File: src/rtl/core_pkg.sv
// Shared definitions for the decode-to-execute issue logic:
// register index width, issue FSM states and hazard-cause codes.
package core_pkg;

    localparam int REG_IDX_W = 5;
    localparam int NREG      = 32;

    typedef enum logic {
        RUN       = 1'b0,
        BR_SHADOW = 1'b1
    } issue_state_e;

    typedef enum logic [2:0] {
        HZ_NONE = 3'd0,
        HZ_RAW  = 3'd1,
        HZ_WAW  = 3'd2,
        HZ_MD   = 3'd3,
        HZ_FULL = 3'd4,
        HZ_EXBP = 3'd5
    } hazard_e;

endpackage

File: src/rtl/issue_scoreboard.sv
// Register busy vector: set on issue, cleared on writeback, with a
// same-cycle writeback bypass on all read ports. x0 is never busy.
module issue_scoreboard
    import core_pkg::*;
#(
    parameter int NREG = core_pkg::NREG
) (
    input  logic                 clk,
    input  logic                 rst,
    input  logic [REG_IDX_W-1:0] rs1,
    input  logic [REG_IDX_W-1:0] rs2,
    input  logic [REG_IDX_W-1:0] rd,
    input  logic                 set_en,
    input  logic                 clr_en,
    input  logic [REG_IDX_W-1:0] clr_rd,
    output logic                 rs1_busy,
    output logic                 rs2_busy,
    output logic                 rd_busy
);

    logic [NREG-1:0] busy;
    logic [NREG-1:0] busy_next;

    // A register retiring this cycle is already visible as free.
    function automatic logic is_busy(input logic [NREG-1:0]      b,
                                     input logic [REG_IDX_W-1:0] idx,
                                     input logic                 clr,
                                     input logic [REG_IDX_W-1:0] clr_idx);
        return b[idx] && !(clr && (clr_idx == idx));
    endfunction

    assign rs1_busy = is_busy(busy, rs1, clr_en, clr_rd);
    assign rs2_busy = is_busy(busy, rs2, clr_en, clr_rd);
    assign rd_busy  = is_busy(busy, rd,  clr_en, clr_rd);

    // Set after clear so a register re-allocated while retiring stays busy.
    always_comb begin
        busy_next = busy;
        if (clr_en) busy_next[clr_rd] = 1'b0;
        if (set_en) busy_next[rd]     = 1'b1;
        busy_next[0] = 1'b0;
    end

    always_ff @(posedge clk or negedge rst) begin
        if (!rst) busy <= '0;
        else      busy <= busy_next;
    end

endmodule

File: src/rtl/issue_ctrl.sv
// Issue control between decode and the EXU input register: hazard
// detection, in-flight and mul/div tracking, branch-shadow sequencing.
module issue_ctrl
    import core_pkg::*;
#(
    parameter int NREG         = core_pkg::NREG,
    parameter int MAX_INFLIGHT = 4,
    parameter int MULDIV_LAT   = 8
) (
    input  logic                 clk,
    input  logic                 rst,
    input  logic                 id_valid,
    output logic                 id_ready,
    input  logic [REG_IDX_W-1:0] id_rs1,
    input  logic [REG_IDX_W-1:0] id_rs2,
    input  logic [REG_IDX_W-1:0] id_rd,
    input  logic                 id_use_rs1,
    input  logic                 id_use_rs2,
    input  logic                 id_wen,
    input  logic                 id_muldiv,
    input  logic                 id_br_taken,
    output logic                 ex_valid,
    input  logic                 ex_ready,
    input  logic                 wb_valid,
    input  logic                 wb_wen,
    input  logic [REG_IDX_W-1:0] wb_rd,
    output logic                 flush_if,
    output logic                 stall,
    output logic [3:0]           inflight
);

    localparam int MD_W = $clog2(MULDIV_LAT + 1);

    issue_state_e    state, state_next;
    logic [MD_W-1:0] md_cnt;
    logic            fire, wb_clr, set_en;
    logic            rs1_busy, rs2_busy, rd_busy;
    logic            raw_hz, waw_hz, md_hz, full_hz, exbp_hz, hazard;

    assign wb_clr = wb_valid && wb_wen && (wb_rd != '0);
    assign set_en = fire && id_wen && (id_rd != '0);

    issue_scoreboard #(.NREG(NREG)) u_sb (
        .clk      (clk),
        .rst      (rst),
        .rs1      (id_rs1),
        .rs2      (id_rs2),
        .rd       (id_rd),
        .set_en   (set_en),
        .clr_en   (wb_clr),
        .clr_rd   (wb_rd),
        .rs1_busy (rs1_busy),
        .rs2_busy (rs2_busy),
        .rd_busy  (rd_busy)
    );

    assign raw_hz  = (id_use_rs1 && rs1_busy) || (id_use_rs2 && rs2_busy);
    assign waw_hz  = id_wen && (id_rd != '0) && rd_busy;
    assign md_hz   = id_muldiv && (md_cnt != '0);
    assign full_hz = (inflight == 4'(MAX_INFLIGHT)) && !wb_valid;
    assign exbp_hz = ex_valid && !ex_ready;
    assign hazard  = raw_hz || waw_hz || md_hz || full_hz || exbp_hz;

    // Gating with rst keeps the combinational outputs low during reset.
    assign id_ready = rst && (state == RUN) && !hazard;
    assign stall    = rst && id_valid && !id_ready;
    assign fire     = id_valid && id_ready;
    assign flush_if = (state == BR_SHADOW);

    always_comb begin
        state_next = state;
        case (state)
            RUN:       if (fire && id_br_taken) state_next = BR_SHADOW;
            BR_SHADOW: state_next = RUN;
            default:   state_next = RUN;
        endcase
    end

    always_ff @(posedge clk or negedge rst) begin
        if (!rst) state <= RUN;
        else      state <= state_next;
    end

    // A writeback with nothing in flight is dropped rather than wrapping.
    always_ff @(posedge clk or negedge rst) begin
        if (!rst) begin
            inflight <= '0;
        end else begin
            case ({fire, wb_valid && (inflight != '0)})
                2'b10:   inflight <= inflight + 4'd1;
                2'b01:   inflight <= inflight - 4'd1;
                default: inflight <= inflight;
            endcase
        end
    end

    always_ff @(posedge clk or negedge rst) begin
        if (!rst)                   md_cnt <= '0;
        else if (fire && id_muldiv) md_cnt <= MD_W'(MULDIV_LAT);
        else if (md_cnt != '0)      md_cnt <= md_cnt - 1'b1;
    end

    always_ff @(posedge clk or negedge rst) begin
        if (!rst)          ex_valid <= 1'b0;
        else if (fire)     ex_valid <= 1'b1;
        else if (ex_ready) ex_valid <= 1'b0;
    end

endmodule

File: config.mk
export PLATFORM = sky130hd
export DESIGN_NAME = issue_ctrl
export DESIGN_NICKNAME = d
export VERILOG_FILES = /design/src/rtl/core_pkg.sv /design/src/rtl/issue_scoreboard.sv /design/src/rtl/issue_ctrl.sv
export SDC_FILE = /design/constraint.sdc
export NUM_CORES = 1
export LEC_CHECK = 0
export ABC_AREA = 1
export CAP_MARGIN = 15
export CORE_ASPECT_RATIO = 0.6
export CORE_UTILIZATION = 45
export CTS_CLUSTER_DIAMETER = 60
export CTS_CLUSTER_SIZE = 25
export DETAILED_ROUTE_END_ITERATION = 8
export PLACE_DENSITY = 0.78
export SYNTH_ARGS = -nofsm -noshare
export SYNTH_HDL_FRONTEND = slang
export SYNTH_SLANG_ARGS = --single-unit
File: constraint.sdc
create_clock -name clk -period 2.92 [get_ports clk]
set_clock_uncertainty 0.2 [all_clocks]
set_input_delay 0.584 -clock clk [delete_from_list [all_inputs] [get_ports clk]]
set_output_delay 0.584 -clock clk [all_outputs]
set_load 0.02 [all_outputs]
==> results of run 1 <==
==> Yosys cell counts <==
cell type	n
a211oi_1	1
a21boi_0	1
a21boi_1	1
a21oi_1	2
a21oi_2	1
a31oi_1	2
buf_1	1
buf_2	16
buf_4	1
buf_6	5
clkbuf_1	2
dfrtp_1	41
fa_1	1
ha_1	4
inv_1	71
inv_4	1
nand2_1	183
nand2_4	1
nand3_1	65
nand3_2	21
nand4_1	4
nor2_1	53
nor2_2	1
nor2_4	1
nor3_1	18
nor3b_1	1
o211ai_1	11
o21a_1	1
o21ai_0	37
o221ai_1	1
or2_2	3
xnor2_1	11
xor2_1	6
==> registers in the layout, indices dropped and copies added (netlist names) <==
signal     flops
ex_valid       1
flush_if       1
inflight       4
md_cnt         4
u_sb.busy     31
==> power breakdown <==
| group | internal [mW] | total [mW] | switching [mW] |
|---|---|---|---|
| clock | 0.317 | 0.550 | 0.233 |
| sequential | 0.664 | 0.789 | 0.125 |
| combinational | 0.495 | 1.05 | 0.556 |
| total | 1.48 | 2.39 | 0.914 |
==> cells by family (layout without fill, tap and decap cells) <==
group | after synthesis | count (layout)
simple gates | 351 | 351
buf+inv | 97 | 190
compound gates | 58 | 58
flops | 41 | 41
xor+xnor | 17 | 17
fa+ha+maj | 5 | 5
==> layer usage <==
layer  vias up  GRT usage (%)  wire length, um
li1       1995              -                -
met2       254          46.81             5278
met5         -              0                0
met4         0          9.259              258
met3        26          9.952             1845
met1      1962          47.92             5855
==> path summary, 6_finish.rpt <==
kind                            endpoint      start  slack (ns)
max                          inflight[3]   id_rd[4]       -0.11
min                          inflight[3]        rst        0.33
max reg2reg                  inflight[3]  md_cnt[0]       -0.08
min reg2reg                    md_cnt[2]  md_cnt[2]        0.33
max in group asynchronous  u_sb.busy[28]        rst        1.79
min in group clk               md_cnt[2]  md_cnt[2]        0.33
==> what timing repair did <==
| action | 4_1_cts | 5_1_grt |
|---|---|---|
| pin swaps | 28 | 13 |
| setup endpoints to repair | 5 | 5 |
| setup buffers | 15 | 1 |
| gates cloned | 2 | 0 |
| hold endpoints to repair | 0 | 0 |
| resized for setup | 97 | 16 |
==> tightest hold or removal path: cells and delay by family <==
family	cells	cell delay, ns
buffers and inverters	3	0.69
==> cells in the final DEF (no fill, tap or decap), drive strengths merged, types with 6 or more instances in the layout <==
cell	instances
nor3	18
dlygate4sd2	13
buf	77
xor2	6
clkdlybuf4s50	13
nor2	55
nand2	184
nand3	86
o21ai	37
xnor2	11
inv	72
clkbuf	6
dfrtp	41
o211ai	11
==> stage by stage <==
stage               setup slack, ns  utilization [%]
floorplan                  -0.07224                -
global placement            -0.6921            59.25
detailed placement          -0.8226            59.25
CTS                         -0.1513            65.23
global route                -0.2499            66.05
finish                      -0.1111            66.05
==> layout make-up <==
class	count	area, um^2	area share, %
Clock buffer	6	128.9	2.599
Tap cell	104	130.1	2.624
Clock inverter	2	15.01	0.3028
Timing Repair inverter	1	7.507	0.1514
Inverter	72	282.8	5.703
Multi-Input combinational cell	431	2349	47.36
Sequential cell	41	1026	20.69
Timing Repair Buffer	109	1020	20.57
==> key figures, run 1 <==
Timing
  • Setup TNS: -0.1111 ns
  • Actual transition at the worst max-transition pin: 0.5579 ns
  • Post-layout worst setup margin: -0.1111 ns
  • Final hold vios: 0
  • Post-route worst hold slack: 0.3252 ns
  • Number of failing setup endpoints in the final timing report: 1
  • Relative slew margins: 62.81%
  • RSZ-0062 raised after global routing: yes
  • Highest Clock Rate: 0.3299 GHz
  • Time the final worst path needs with I/O delays and setup: 3.031 ns
  • Fin crit share: 103.8%
  • Max Transition Viols Final: 0

Flow run
  • Max-Cap Viols: 0

Hold path
  • Class of the worst hold path: in2async

Clocking
  • Max Buffers Root-to-Sink: 2
  • H-Tree Level Count: 2
  • Clk Tree Root Cell: clkbuf_16
  • Clock network latency to the later pin of the worst-skew pair: 0.29 ns
  • # hold bufs at CTS: 0
  • Number of clock sinks: 41
  • TritonCTS clock tree: done
  • Clock transition time at the flip-flop clock pins of the worst setup and hold paths: 0.06 ns
  • Total CTS buffers: 5

Drt
  • Drt total wl: 13,240 um
  • Detailed Route Iter0 Violations: 497
  • Post-detailed-route DRC marker count: 0
  • Residual antenna-violating net count after detailed routing: 0
  • Average wire length per cell after detail routing: 17.28 um
  • Post-DR vias/cell: 5.531
  • Length of the first detailed-routing pass in iterations: 5
  • Total via count after detailed routing: 4,237

Power
  • Power density cells: 482.0 mW/mm^2
  • Design Power: 2.390 mW
  • Worst vdd rail ir drop: 0.2563 mV
  • Lkg Pwr: 2.479 nW

Global routing
  • Vias in the first global route: 3,975
  • Number of antenna violations at the first check in global routing: 0
  • First-pass GRT wire length: 21,080 um
  • Total routing usage reported by global routing: 32.89%
  • Overflow left after global routing: 0
  • Largest net degree at the start of global routing: 42

Floorplanning
  • Die X-Extent: 117.5 um
  • Vertical die dimension: 71.31 um
  • Number of standard-cell rows in the floorplan: 24
  • I/O pin count: 39
  • Starting density of the core: 47.98%
  • Area of the die: 0.008379 mm^2
  • Core Footprint: 0.007507 mm^2

Logic synthesis
  • Synth top area share: 28.48%
  • Sequential area share after synthesis: 28.48%
  • Largest family of logic cells by synthesized area: simple AND/OR/NAND/NOR gates
  • Count of warnings emitted by yosys: 0
  • Ranking of synthesized cells by area: dfrtp_1 (28%), nand2_1 (19%), nand3_1 (9.0%), inv_1 (7.4%), nand3_2 (5.8%)
  • Post-synthesis register bit count: 41
  • Yosys cell types: 33
  • Post-synth design cell area: 0.003602 mm^2
  • Synthesized-area fraction occupied by adder cells: 1.945%
  • Post-Synthesis Mean Instance Area: 6.331 um^2
  • Post-Synth Simple-Gate Area: 44.18%
  • Yosys top cell by area: dfrtp_1
  • Post-synth net total: 605
  • Post-synthesis instance total: 569
  • Synth Area in Compound Gates: 9.378%
  • Mux contribution to synthesized area: 0%
  • Area share of xor/xnor cells in the synthesized design: 4.133%

Finish
  • Number of inserted diodes: 0
  • Synth-to-layout area growth: 37.65%
  • Area of all placed cells without fillers: 0.004959 mm^2
  • Layout cells sized above 1: 23.11%
  • Non-filler instance count after layout: 766
  • Number of fill cells in the layout: 662
  • Total number of nets in the final design: 697

Worst setup path
  • Reg2Reg Depth: 17
  • Critical path's most frequent cell: nor2_1
  • Crit-path slowest cell: ha_4
  • Type of the worst setup path: in2reg
  • Cell class contributing the biggest share of worst-path delay: simple AND/OR/NAND/NOR gates
  • Longest individual stage delay on the worst path: 0.24 ns
  • Worst Path Max Fanout: 3
  • Worst Path Arrival: 3.00 ns
  • Cells along the critical path: clkdlybuf4s15_1 -> nor3_2 -> buf_4 -> inv_2 -> o21ai_4 -> nor2_1 -> a21oi_2 -> nand4_1 -> ha_4 -> ha_4 -> nand2_2 -> nor2_2 -> a211oi_2 -> nor2_1 -> nor2_1 -> nand2_1 -> xor2_1
  • Setup crit start kind: input port
  • Worst path buffer plus inverter count: 3
  • Crit path capture type: flop
  • Stages on the worst setup path: 17
  • Crit path required time: 2.89 ns

Placement
  • Routability-driven placement congestion ratio: 0.9633
  • Placed standard-cell area: 0.004448 mm^2
  • HPWL after DPL: 9730 um
  • Number of buffer cells added on primary ports: 38
  • Number of cells after detailed placement: 740

Status
  • Outcome: complete, but fails checks
  • Failing checks: negative setup slack
(Power assumes the default switching activity.)
==> run 2, diff against run 1 <==
Settings changed: PLACE_DENSITY 0.78 to 0.79, SYNTH_HIERARCHICAL from default to 1.
Clock period 2.92 ns to 2.55 ns, I/O delays scaled along.
==> run 2 against run 1 <==
Compared with the run above: non-clock buffer count up 28; via count is 0.17% lower; highest routed layer is now met5; flip-flop and latch count did not move; the run ends with design-rule violations, negative setup slack left; sequential share of layout area hardly changed; critical path type unchanged; first-iteration DRC count increased by 18%.
==> key figures, run 2 <==
Clocking
  • TritonCTS clock tree: done
  • Number of clock sinks: 41
  • Total CTS buffers: 5
  • Max Buffers Root-to-Sink: 2
  • Clk Tree Root Cell: clkbuf_16
  • H-Tree Level Count: 2
  • Clock network latency to the later pin of the worst-skew pair: 0.29 ns
  • # hold bufs at CTS: 0
  • Clock transition time at the flip-flop clock pins of the worst setup and hold paths: 0.06 ns

Drt
  • Post-detailed-route DRC marker count: 9
  • Length of the first detailed-routing pass in iterations: 8
  • Average wire length per cell after detail routing: 18.85 um
  • Total via count after detailed routing: 4,230
  • Post-DR vias/cell: 5.843
  • Drt total wl: 13,650 um
  • Detailed Route Iter0 Violations: 586
  • Residual antenna-violating net count after detailed routing: 0

Placement
  • Routability-driven placement congestion ratio: 1.006
  • Number of cells after detailed placement: 701
  • HPWL after DPL: 9395 um
  • Number of buffer cells added on primary ports: 38

Logic synthesis
  • Post-synth design cell area: 0.003204 mm^2
  • Post-synth ARST share: 100.0%
  • Count of warnings emitted by yosys: 6
  • Ranking of synthesized cells by area: dfrtp_1 (32%), nand2_1 (18%), o21ai_0 (11%), nand3_1 (9.8%), inv_1 (7.8%)
  • Most common cell in the netlist: nand2_1
  • Post-synth EDFFs: 0
  • Post-synthesis register bit count: 41
  • Post-Synthesis Mean Instance Area: 6.345 um^2
  • Post-synthesis instance total: 505
  • Yosys top cell by area: dfrtp_1
  • Sequential area share after synthesis: 32.02%
  • Main synth FF type: dfrtp_1
  • Post-synth net total: 541
  • Most frequent cells after synthesis: nand2_1 (151), o21ai_0 (73), inv_1 (67), nand3_1 (63), dfrtp_1 (41)
  • Synth top area share: 32.02%
  • Yosys cell types: 29

Finish
  • Number of inserted diodes: 0
  • Total number of nets in the final design: 672
  • Layout cells sized above 1: 33.59%
  • Commonest cells after routing, fill and taps aside: nand2_1 (145), buf_4 (76), nand3_1 (59)
  • Final Util: 72.86%
  • Registers with the highest flip-flop counts: u_sb/busy x31, inflight x4, md_cnt x4
  • Number of fill cells in the layout: 510
  • Synth-to-layout area growth: 54.43%
  • Non-filler instance count after layout: 724
  • Most flops, register: u_sb/busy
  • Most common cell after layout, fill and taps aside: nand2_1
  • Largest register FFs: 31

Floorplanning
  • Vertical die dimension: 67.37 um
  • Number of standard-cell rows in the floorplan: 23
  • I/O pin count: 39
  • Area of the die: 0.007473 mm^2
  • Die X-Extent: 110.9 um
  • Core Footprint: 0.006792 mm^2
  • Starting density of the core: 47.18%

Timing
  • Time the final worst path needs with I/O delays and setup: 3.168 ns
  • Highest Clock Rate: 0.3157 GHz
  • Max Transition Viols Final: 0
  • Final hold vios: 0
  • Fin crit share: 124.2%
  • Post-layout worst setup margin: -0.6176 ns
  • Relative slew margins: 65.37%
  • Number of failing setup endpoints in the final timing report: 37
  • Setup TNS: -9.561 ns
  • RSZ-0062 raised after global routing: yes
  • Actual transition at the worst max-transition pin: 0.5195 ns

Worst setup path
  • Crit path capture type: flop
  • Worst setup path startpoint: id_rs1[3]
  • Worst flop-to-flop path startpoint: u_sb/busy[15]
  • Reg2Reg Depth: 23
  • Endpoint of the lowest-slack register-to-register path: inflight[3]
  • Worst Path Max Fanout: 5
  • Worst Path Arrival: 3.14 ns
  • Type of the worst setup path: in2reg
  • Crit path required time: 2.52 ns
  • Setup crit start kind: input port
  • Setup crit end: inflight[3]
  • Setup slack of the worst register-to-register path: -0.59 ns

Global routing
  • Overflow left after global routing: 0
  • First-pass GRT wire length: 20,770 um
  • Vias in the first global route: 3,970
  • Number of antenna violations at the first check in global routing: 0
  • Largest net degree at the start of global routing: 42
  • Total routing usage reported by global routing: 37.29%

Flow run
  • Max-Cap Viols: 0

Hold path
  • Class of the worst hold path: in2async

Power
  • Lkg Pwr: 2.437 nW
  • Design Power: 3.035 mW
  • Worst vdd rail ir drop: 0.5775 mV
  • Power density cells: 613.3 mW/mm^2

Status
  • Failing checks: design-rule violations, negative setup slack
  • Outcome: complete, but fails checks
[run 2: cell types whose count changed in the layout (fill, tap and decap cells not counted), sizes merged, moves of 4 or more]
cell,before,now
o21ai,37,80
buf,77,111
o22ai,0,4
o211ai,11,6
nand3,86,63
nand2,184,154
nor2,55,31
nor3,18,11
xnor2,11,2
a21oi,3,11
[run 2: logic make-up (layout without fill, tap and decap cells)]
group / Yosys count / after routing / share of synthesized area (%)
DFF: 41 / 41 / 32.02
and+or+nand+nor: 264 / 264 / 35.10
adders and majority gates: 5 / 5 / 2.187
muxes: 1 / 1 / 0.3124
AOI/OAI and AO/OA: 103 / 103 / 17.02
buffers and inverters: 85 / 217 / 11.71
xor gates and xnor gates: 6 / 6 / 1.640
[run 2: how the worst min path moves through the flow]
| stage | to | depth (start not counted) |
|---|---|---|
| 4_1_cts | flush_if | 2 |
| 6_report | flush_if | 2 |
| 3_3_place_gp | md_cnt[2] | 2 |
| 3_5_place_dp | md_cnt[2] | 2 |
| 2_1_floorplan | ex_valid | 0 |
| 5_1_grt | flush_if | 2 |
[run 2: layout make-up]
class / instances / area, um^2 / share of cell area (%)
flip-flops and latches: 41 / 1026 / 20.73
well taps: 87 / 108.9 / 2.200
multi-input cells: 379 / 2083 / 42.10
repair buffers: 137 / 1254 / 25.33
clock buffers: 5 / 125.1 / 2.528
inverters: 71 / 279.0 / 5.638
repair inverters: 1 / 7.507 / 0.1517
clock inverters: 3 / 65.06 / 1.315
[run 2: report_power, final]
part           total [mW]  switching, mW  internal (mW)  leakage, nW
Sequential          0.849         0.0882          0.761        0.552
Clock               0.830          0.271          0.559       0.0938
Combinational        1.36          0.734          0.622         1.79
[run 2: metrics by stage]
step | hold WS [ns] | cell area (um^2) | worst slack (ns)
finish | 0.1486 | 4949 | -0.6176
detailed placement | 0.2633 | 4315 | -1.266
global route | 0.1937 | 4949 | -0.7495
global placement | 0.2610 | 4315 | -1.173
floorplan | 0.01441 | 3249 | -0.5113
CTS | 0.1537 | 4887 | -0.4346
[run 2: routing by layer]
layer | vias to the layer above | part of all wire, % | GRT usage [%] | wire length (um)
met2 | 353 | 42 | 57.55 | 5714
met3 | 56 | 16 | 13.73 | 2150
met1 | 1905 | 39 | 47.16 | 5264
met4 | 2 | 3.5 | 16.27 | 476
li1 | 1914 | - | - | -
met5 | - | 0.34 | 4.000 | 46
[run 2: worst max-delay path, stage by stage]
cell	delay (ns)
dlygate4sd2_1	0.35
o22ai_1	0.15
nor3_2	0.20
nand3_1	0.10
nand2_1	0.07
nor2_1	0.04
nand2_1	0.07
nand3_2	0.06
nor2_2	0.10
nand2_1	0.08
nor2_2	0.15
and2_4	0.19
nand2_4	0.05
ha_4	0.18
ha_2	0.32
nand3_1	0.09
nand2_2	0.13
buf_4	0.12
o21ai_1	0.06
nand2_1	0.07
nand2_1	0.06
[run 2: what timing repair did]
| action | in CTS | in global routing |
|---|---|---|
| pin swaps | 45 | 14 |
| hold endpoints to repair | 0 | 0 |
| cloned | 4 | 0 |
| setup buffers | 9 | 2 |
| setup endpoints to repair | 42 | 37 |
| resized for setup | 186 | 24 |
==> edit 1: new RTL, flow settings as in run 2 <==
Change the package constant `REG_IDX_W` from 5 to 6.
--- a/src/rtl/core_pkg.sv
+++ b/src/rtl/core_pkg.sv
@@ -2,7 +2,7 @@
 // register index width, issue FSM states and hazard-cause codes.
 package core_pkg;
 
-    localparam int REG_IDX_W = 5;
+    localparam int REG_IDX_W = 6;
     localparam int NREG      = 32;
 
     typedef enum logic {
Interface: changed (resized id_rd, id_rs1, id_rs2 and wb_rd); port bits go from 39 to 43. No check against the original RTL was run, so the function may have changed too.
==> edit 1 against run 2 <==
The run still ends with DRC, setup timing left. Final area up 5.1%. Die area is 1.3% higher. Via count up 8.9%. Fmax decreased by 2.6%. Highest routed layer unchanged. Synthesized area is 1.4% higher. Cell count up 2.9%. Sequential cell count is the same. Register-to-register slack got worse by 0.08 ns. Critical path type unchanged. Setup slack lost 0.084 ns. Wire length is 12% higher. Clock power is 10% lower. Total power decreased by 3.9%.
==> edit 1: results (changes against run 2) <==
cts_buffers: 5  # unchanged
synthTopCellsByCount: "nand2_1, o21ai_0, inv_1, nand3_1, dfrtp_1"
synth_most_common_cell: "nand2_1"
relSlewSlack: 0.646  # -0.00748
wl_per_cell_um: 20.5  # +8.9%
synth_mux_area_frac: 0.00308  # -0.0000421
antenna_cells: 0  # unchanged
pre_cts_ws_ns: -1.34  # -0.0719 ns
status: "finished, violations left"
synth_adder_area_share: 0.0216  # -0.000295
critPathMaxStageDelay_ns: 0.29  # -0.06 ns
path_delay_family: "simple AND/OR/NAND/NOR gates"
drc: 33  # +24
dr.pass1.iters: 9  # +1
synth_compound_area_frac: 0.156  # -0.0146
ys_types: 30  # +3.4%
place.gp.congestion: 1.02  # +1.1%
cts-root-buf: "clkbuf_16"
grt_pass1_wl_mm: 22.3  # +7.1%
fin_ws_ns: -0.701  # -0.0838 ns
ys_seq_area_frac: 0.316  # -0.00432
synthArstFlopShare: 1.00  # unchanged
htreeDepth: 2  # unchanged
port_buffers: 42  # +11%
violations: "DRC, setup timing"
grt_pass1_vias: 4342  # +9.4%
crit_arrival_ns: 3.21  # +0.07 ns
p_int_mw: 1.85  # -4.9%
hpwlAfterDp_mm: 9.37  # -0.27%
clock_latency_ns: 0.28
synth_area_per_cell_um2: 6.27  # -1.2%
cp_max_fo: 11  # +6
leakagePower_nw: 2.56  # +4.9%
grt_max_degree: 42  # unchanged
synth.net_count: 558  # +3.1%
synthTopCellsByArea: "dfrtp_1, nand2_1, o21ai_0, nand3_1, inv_1"
cts_buffer_depth: 2  # unchanged
fill_cells: 443  # -13%
critPathSlowestCell: "bufbuf_16"
drive_gt1_frac: 0.369  # +0.0334
largestRegisters: "u_sb/busy: 31 flops, inflight: 4 flops, md_cnt: 4 flops"
synth_xor_area_frac: 0.0270  # +0.0106
nets: 697  # +3.7%
drtIter0Drc: 957  # +63%
grt_usage: 0.391  # +0.0184
hold_path_class: "in -> async"
vias: 4606  # +8.9%
yosys_warnings: 6  # unchanged
setup_viol: 37  # unchanged
vias_per_cell: 6.18  # +5.8%
peakVddDrop_mv: 0.735  # +27%
placed_cells: 718  # +2.4%
path_clk_slew_ns: 0.06  # about the same
antenna_found_initial: 0  # unchanged
reg2reg_depth: 21  # -8.7%
## edit 1: metal layers
metal  GRT usage  wire (um)
met1       0.499       5630
met2       0.606       6320
met3       0.136       2350
met4       0.181        950
met5           0         43
## edit 1: cell families after synthesis
kind of cell	after synthesis
AND/OR/NAND/NOR	276
adder cells (fa/ha/maj)	5
buffers and inverters	88
AO/OA/AOI/OAI	97
multiplexers	1
XOR/XNOR	10
flip-flops	41
## edit 1: worst register-to-register path: stages, from the launching register on
cell and delay [ns]:
dfrtp_2 0.47, o211ai_1 0.22, nand3_1 0.11, nand2_1 0.06, nor2_1 0.06, nor2_2 0.14
nor2_1 0.06, nand2_1 0.08, nand3_2 0.10, nor2_4 0.11, nand2_2 0.07, nor2_4 0.11
and2_4 0.18, nand2_4 0.07, ha_4 0.19, ha_4 0.23, a21oi_2 0.14, nand2_2 0.09
a21oi_4 0.18, o21ai_1 0.10, nand2_1 0.08, nand2_1 0.06
## edit 1: final cells by class
| class | count | area (um^2) | share of cell area |
|---|---|---|---|
| multi-input cells | 389 | 2270 | 0.437 |
| repair buffers | 149 | 1340 | 0.257 |
| flip-flops and latches | 41 | 1030 | 0.198 |
| inverters | 71 | 277 | 0.0532 |
| clock buffers | 6 | 139 | 0.0267 |
| well taps | 87 | 109 | 0.0209 |
| clock inverters | 2 | 37.5 | 0.00722 |
## edit 1: worst paths after layout
check	startpoint	end	slack (ns)
min	rst	flush_if	0.29
max reg2reg	u_sb/busy[22]	inflight[3]	-0.67
min in group clk	ex_valid	ex_valid	0.33
max	id_rd[0]	inflight[3]	-0.70
max in group asynchronous	rst	u_sb/busy[22]	1.46
min reg2reg	ex_valid	ex_valid	0.33
## edit 1: stage by stage
step / instance area [um^2] / setup TNS, ns
2_1_floorplan: 3320 / -1.01
3_3_place_gp: 4420 / -43.66
3_5_place_dp: 4420 / -45.80
4_1_cts: 4980 / -14.57
5_1_grt: 5200 / -23.43
6_report: 5200 / -19.62
## edit 1: power by group through the flow
stage / clock, mW / combinational (mW) / sequential, mW
after detailed placement: 0 / 1.09 / 0.808
after floorplan: 0 / 0.551 / 0.863
after global routing: 0.773 / 1.46 / 0.811
final: 0.744 / 1.37 / 0.805
after CTS: 0.744 / 1.20 / 0.797
after global placement: 0 / 1.06 / 0.803
## edit 1: repair_timing
action | in CTS | in global routing
resized for setup | 176 | 77
gates cloned | 7 | 0
endpoints found under the setup margin | 42 | 39
buffers inserted | 8 | 5
pin swaps | 55 | 38
==> edit 2: new RTL, config.mk and constraints of run 2 <==
Made on the original files. Reset style: synchronous (`rst`), changed in 5 clocked blocks.
--- a/src/rtl/issue_scoreboard.sv
+++ b/src/rtl/issue_scoreboard.sv
@@ -41,7 +41,7 @@
         busy_next[0] = 1'b0;
     end
 
-    always_ff @(posedge clk or negedge rst) begin
+    always_ff @(posedge clk) begin
         if (!rst) busy <= '0;
         else      busy <= busy_next;
     end
--- a/src/rtl/issue_ctrl.sv
+++ b/src/rtl/issue_ctrl.sv
@@ -76,13 +76,13 @@
         endcase
     end
 
-    always_ff @(posedge clk or negedge rst) begin
+    always_ff @(posedge clk) begin
         if (!rst) state <= RUN;
         else      state <= state_next;
     end
 
     // A writeback with nothing in flight is dropped rather than wrapping.
-    always_ff @(posedge clk or negedge rst) begin
+    always_ff @(posedge clk) begin
         if (!rst) begin
             inflight <= '0;
         end else begin
@@ -94,13 +94,13 @@
         end
     end
 
-    always_ff @(posedge clk or negedge rst) begin
+    always_ff @(posedge clk) begin
         if (!rst)                   md_cnt <= '0;
         else if (fire && id_muldiv) md_cnt <= MD_W'(MULDIV_LAT);
         else if (md_cnt != '0)      md_cnt <= md_cnt - 1'b1;
     end
 
-    always_ff @(posedge clk or negedge rst) begin
+    always_ff @(posedge clk) begin
         if (!rst)          ex_valid <= 1'b0;
         else if (fire)     ex_valid <= 1'b1;
         else if (ex_ready) ex_valid <= 1'b0;
Behaviour: differs if rst is asserted again (counterexample within 4 cycles, from zero or initial values and one cycle with rst low); with rst held inactive, the same outputs for 4 cycles.
==> edit 2 against run 2 <==
The flow still finishes with violations (DRC, setup timing). Setup slack gained 0.0083 ns. Global-route usage grew 2.3 points. Final area grew 1.3%. Total power shrank 2.6%. Wire length grew 11%. Sequential power shrank 10%. Core utilization grew 1.9 points. Sequential cell count is the same. Synthesized cell count grew 6.7%. Critical path type unchanged. Synthesized area shrank 2.0%. Largest cell class unchanged. Highest routed layer is now met4. Sequential share of layout area shrank 4.4 points.
==> edit 2: results (changes against run 2) <==
status: "finished, violations left"
violations: "DRC, setup timing"
pre_cts_ws_ns: -1.25  # +0.0135 ns
hpwlAfterDp_mm: 9.13  # -2.9%
crit_arrival_ns: 3.13  # about the same
synthTopCellsByArea: "dfxtp_1, nand2_1, nand3_1, o21ai_0, a21oi_1"
synth_xor_area_frac: 0.0139  # -0.00245
antenna_cells: 0  # unchanged
synth_area_per_cell_um2: 5.82  # -8.2%
nets: 704  # +4.8%
stdcell_count: 755  # +4.3%
synth_adder_area_share: 0.0263  # +0.00444
synth.net_count: 576  # +6.5%
setup_viol: 38  # +2.7%
drtIter0Drc: 832  # +42%
drive_gt1_frac: 0.334  # -0.00212
synthArstFlopShare: 0  # -1.00
fin_ws_ns: -0.609  # +0.00830 ns
peakVddDrop_mv: 0.643  # +11%
drc: 10  # +1
placed_cells: 725  # +3.4%
cp_max_fo: 4  # -1
vias_per_cell: 6.14  # +5.1%
relSlewSlack: 0.695  # +0.0413
hold_path_class: "reg -> reg"
synth_mux_area_frac: 0.00319  # +0.0000647
ys_seq_area_frac: 0.261  # -0.0587
grt_pass1_vias: 3969  # -0.025%
synth_ff_type: "dfxtp_1"
grt_pass1_wl_mm: 21.2  # +1.9%
use_met1: 0.552  # +0.0800
wl_per_cell_um: 20.1  # +6.7%
ys_types: 28  # -3.4%
synthTopCellsByCount: "nand2_1, nand3_1, inv_1"
leakagePower_nw: 2.22  # -9.0%
fin_setup_tns_ns: -19.04  # -9.48 ns
synth_compound_area_frac: 0.181  # +0.0107
path_clk_slew_ns: 0.07
critPathSlowestCell: "nor3_1"
==> edit 2: changes by cell type after synthesis, moves of 5 or more <==
cell and delta:
dfrtp_1 -41, dfxtp_1 +41, a21oi_1 +36, o21ai_0 -22, nand2_1 +16, nor2_1 +11, nor3_2 +10, buf_2 +8
nor3_1 -7, inv_1 -6, o21ai_1 -6, buf_6 -5
==> edit 2: cells by family (layout without fill, tap and decap cells) <==
logic type      Yosys count  in the layout
compound gates          109            109
xor+xnor                  5              5
fa+ha+maj                 6              6
buf+inv                  83            212
flops                    41             41
mux                       1              1
simple gates            294            294
==> edit 2: power breakdown <==
group / switching [mW] / total (mW) / internal [mW]
clock: 0.302 / 0.679 / 0.377
combinational: 0.810 / 1.51 / 0.705
sequential: 0.0598 / 0.762 / 0.702
total: 1.17 / 2.96 / 1.78
==> edit 2: metrics by stage <==
step / hold WS [ns] / area, um^2
5_1_grt: 0.310 / 5010
2_1_floorplan: 0.250 / 3240
3_5_place_dp: 0.265 / 4230
3_3_place_gp: 0.259 / 4230
6_report: 0.275 / 5010
4_1_cts: 0.275 / 4820
==> edit 2: layout make-up <==
type	instances	area (um^2)
inverters	65	275
clock buffers	5	125
repair buffers	139	1310
flip-flops and latches	41	821
well taps	87	109
clock inverters	3	28.8
fillers	478	1690
multi-input cells	415	2350
==> edit 2: path summary, 6_finish.rpt <==
| check | slack (ns) | from | endpoint |
|---|---|---|---|
| setup / recovery | -0.61 | id_rd[1] | inflight[3] |
| hold / removal | 0.27 | u_sb/busy[10] | u_sb/busy[10] |
| setup reg to reg | -0.51 | u_sb/busy[22] | inflight[3] |
| hold reg to reg | 0.27 | u_sb/busy[10] | u_sb/busy[10] |
==> edit 2: routing by layer <==
layer,wire (um),share of wire,up-vias
li1,-,-,2025
met1,5850,0.38,2071
met2,6310,0.42,436
met3,2350,0.15,106
met4,687,0.045,0
met5,0,0,-
==> edit 2: critical path, delay by kind of cell <==
family                   cells  cell delay (ns)
AND/OR/NAND/NOR              9             1.11
buffers and inverters        3             0.61
adder cells (fa/ha/maj)      2             0.48
AO/OA/AOI/OAI                4             0.42
==> edit 2: what timing repair did <==
action | CTS | global route
gates cloned | 6 | 0
buffers inserted | 12 | 5
pin swaps | 62 | 31
gates resized for setup | 172 | 49
endpoints found under the setup margin | 43 | 43
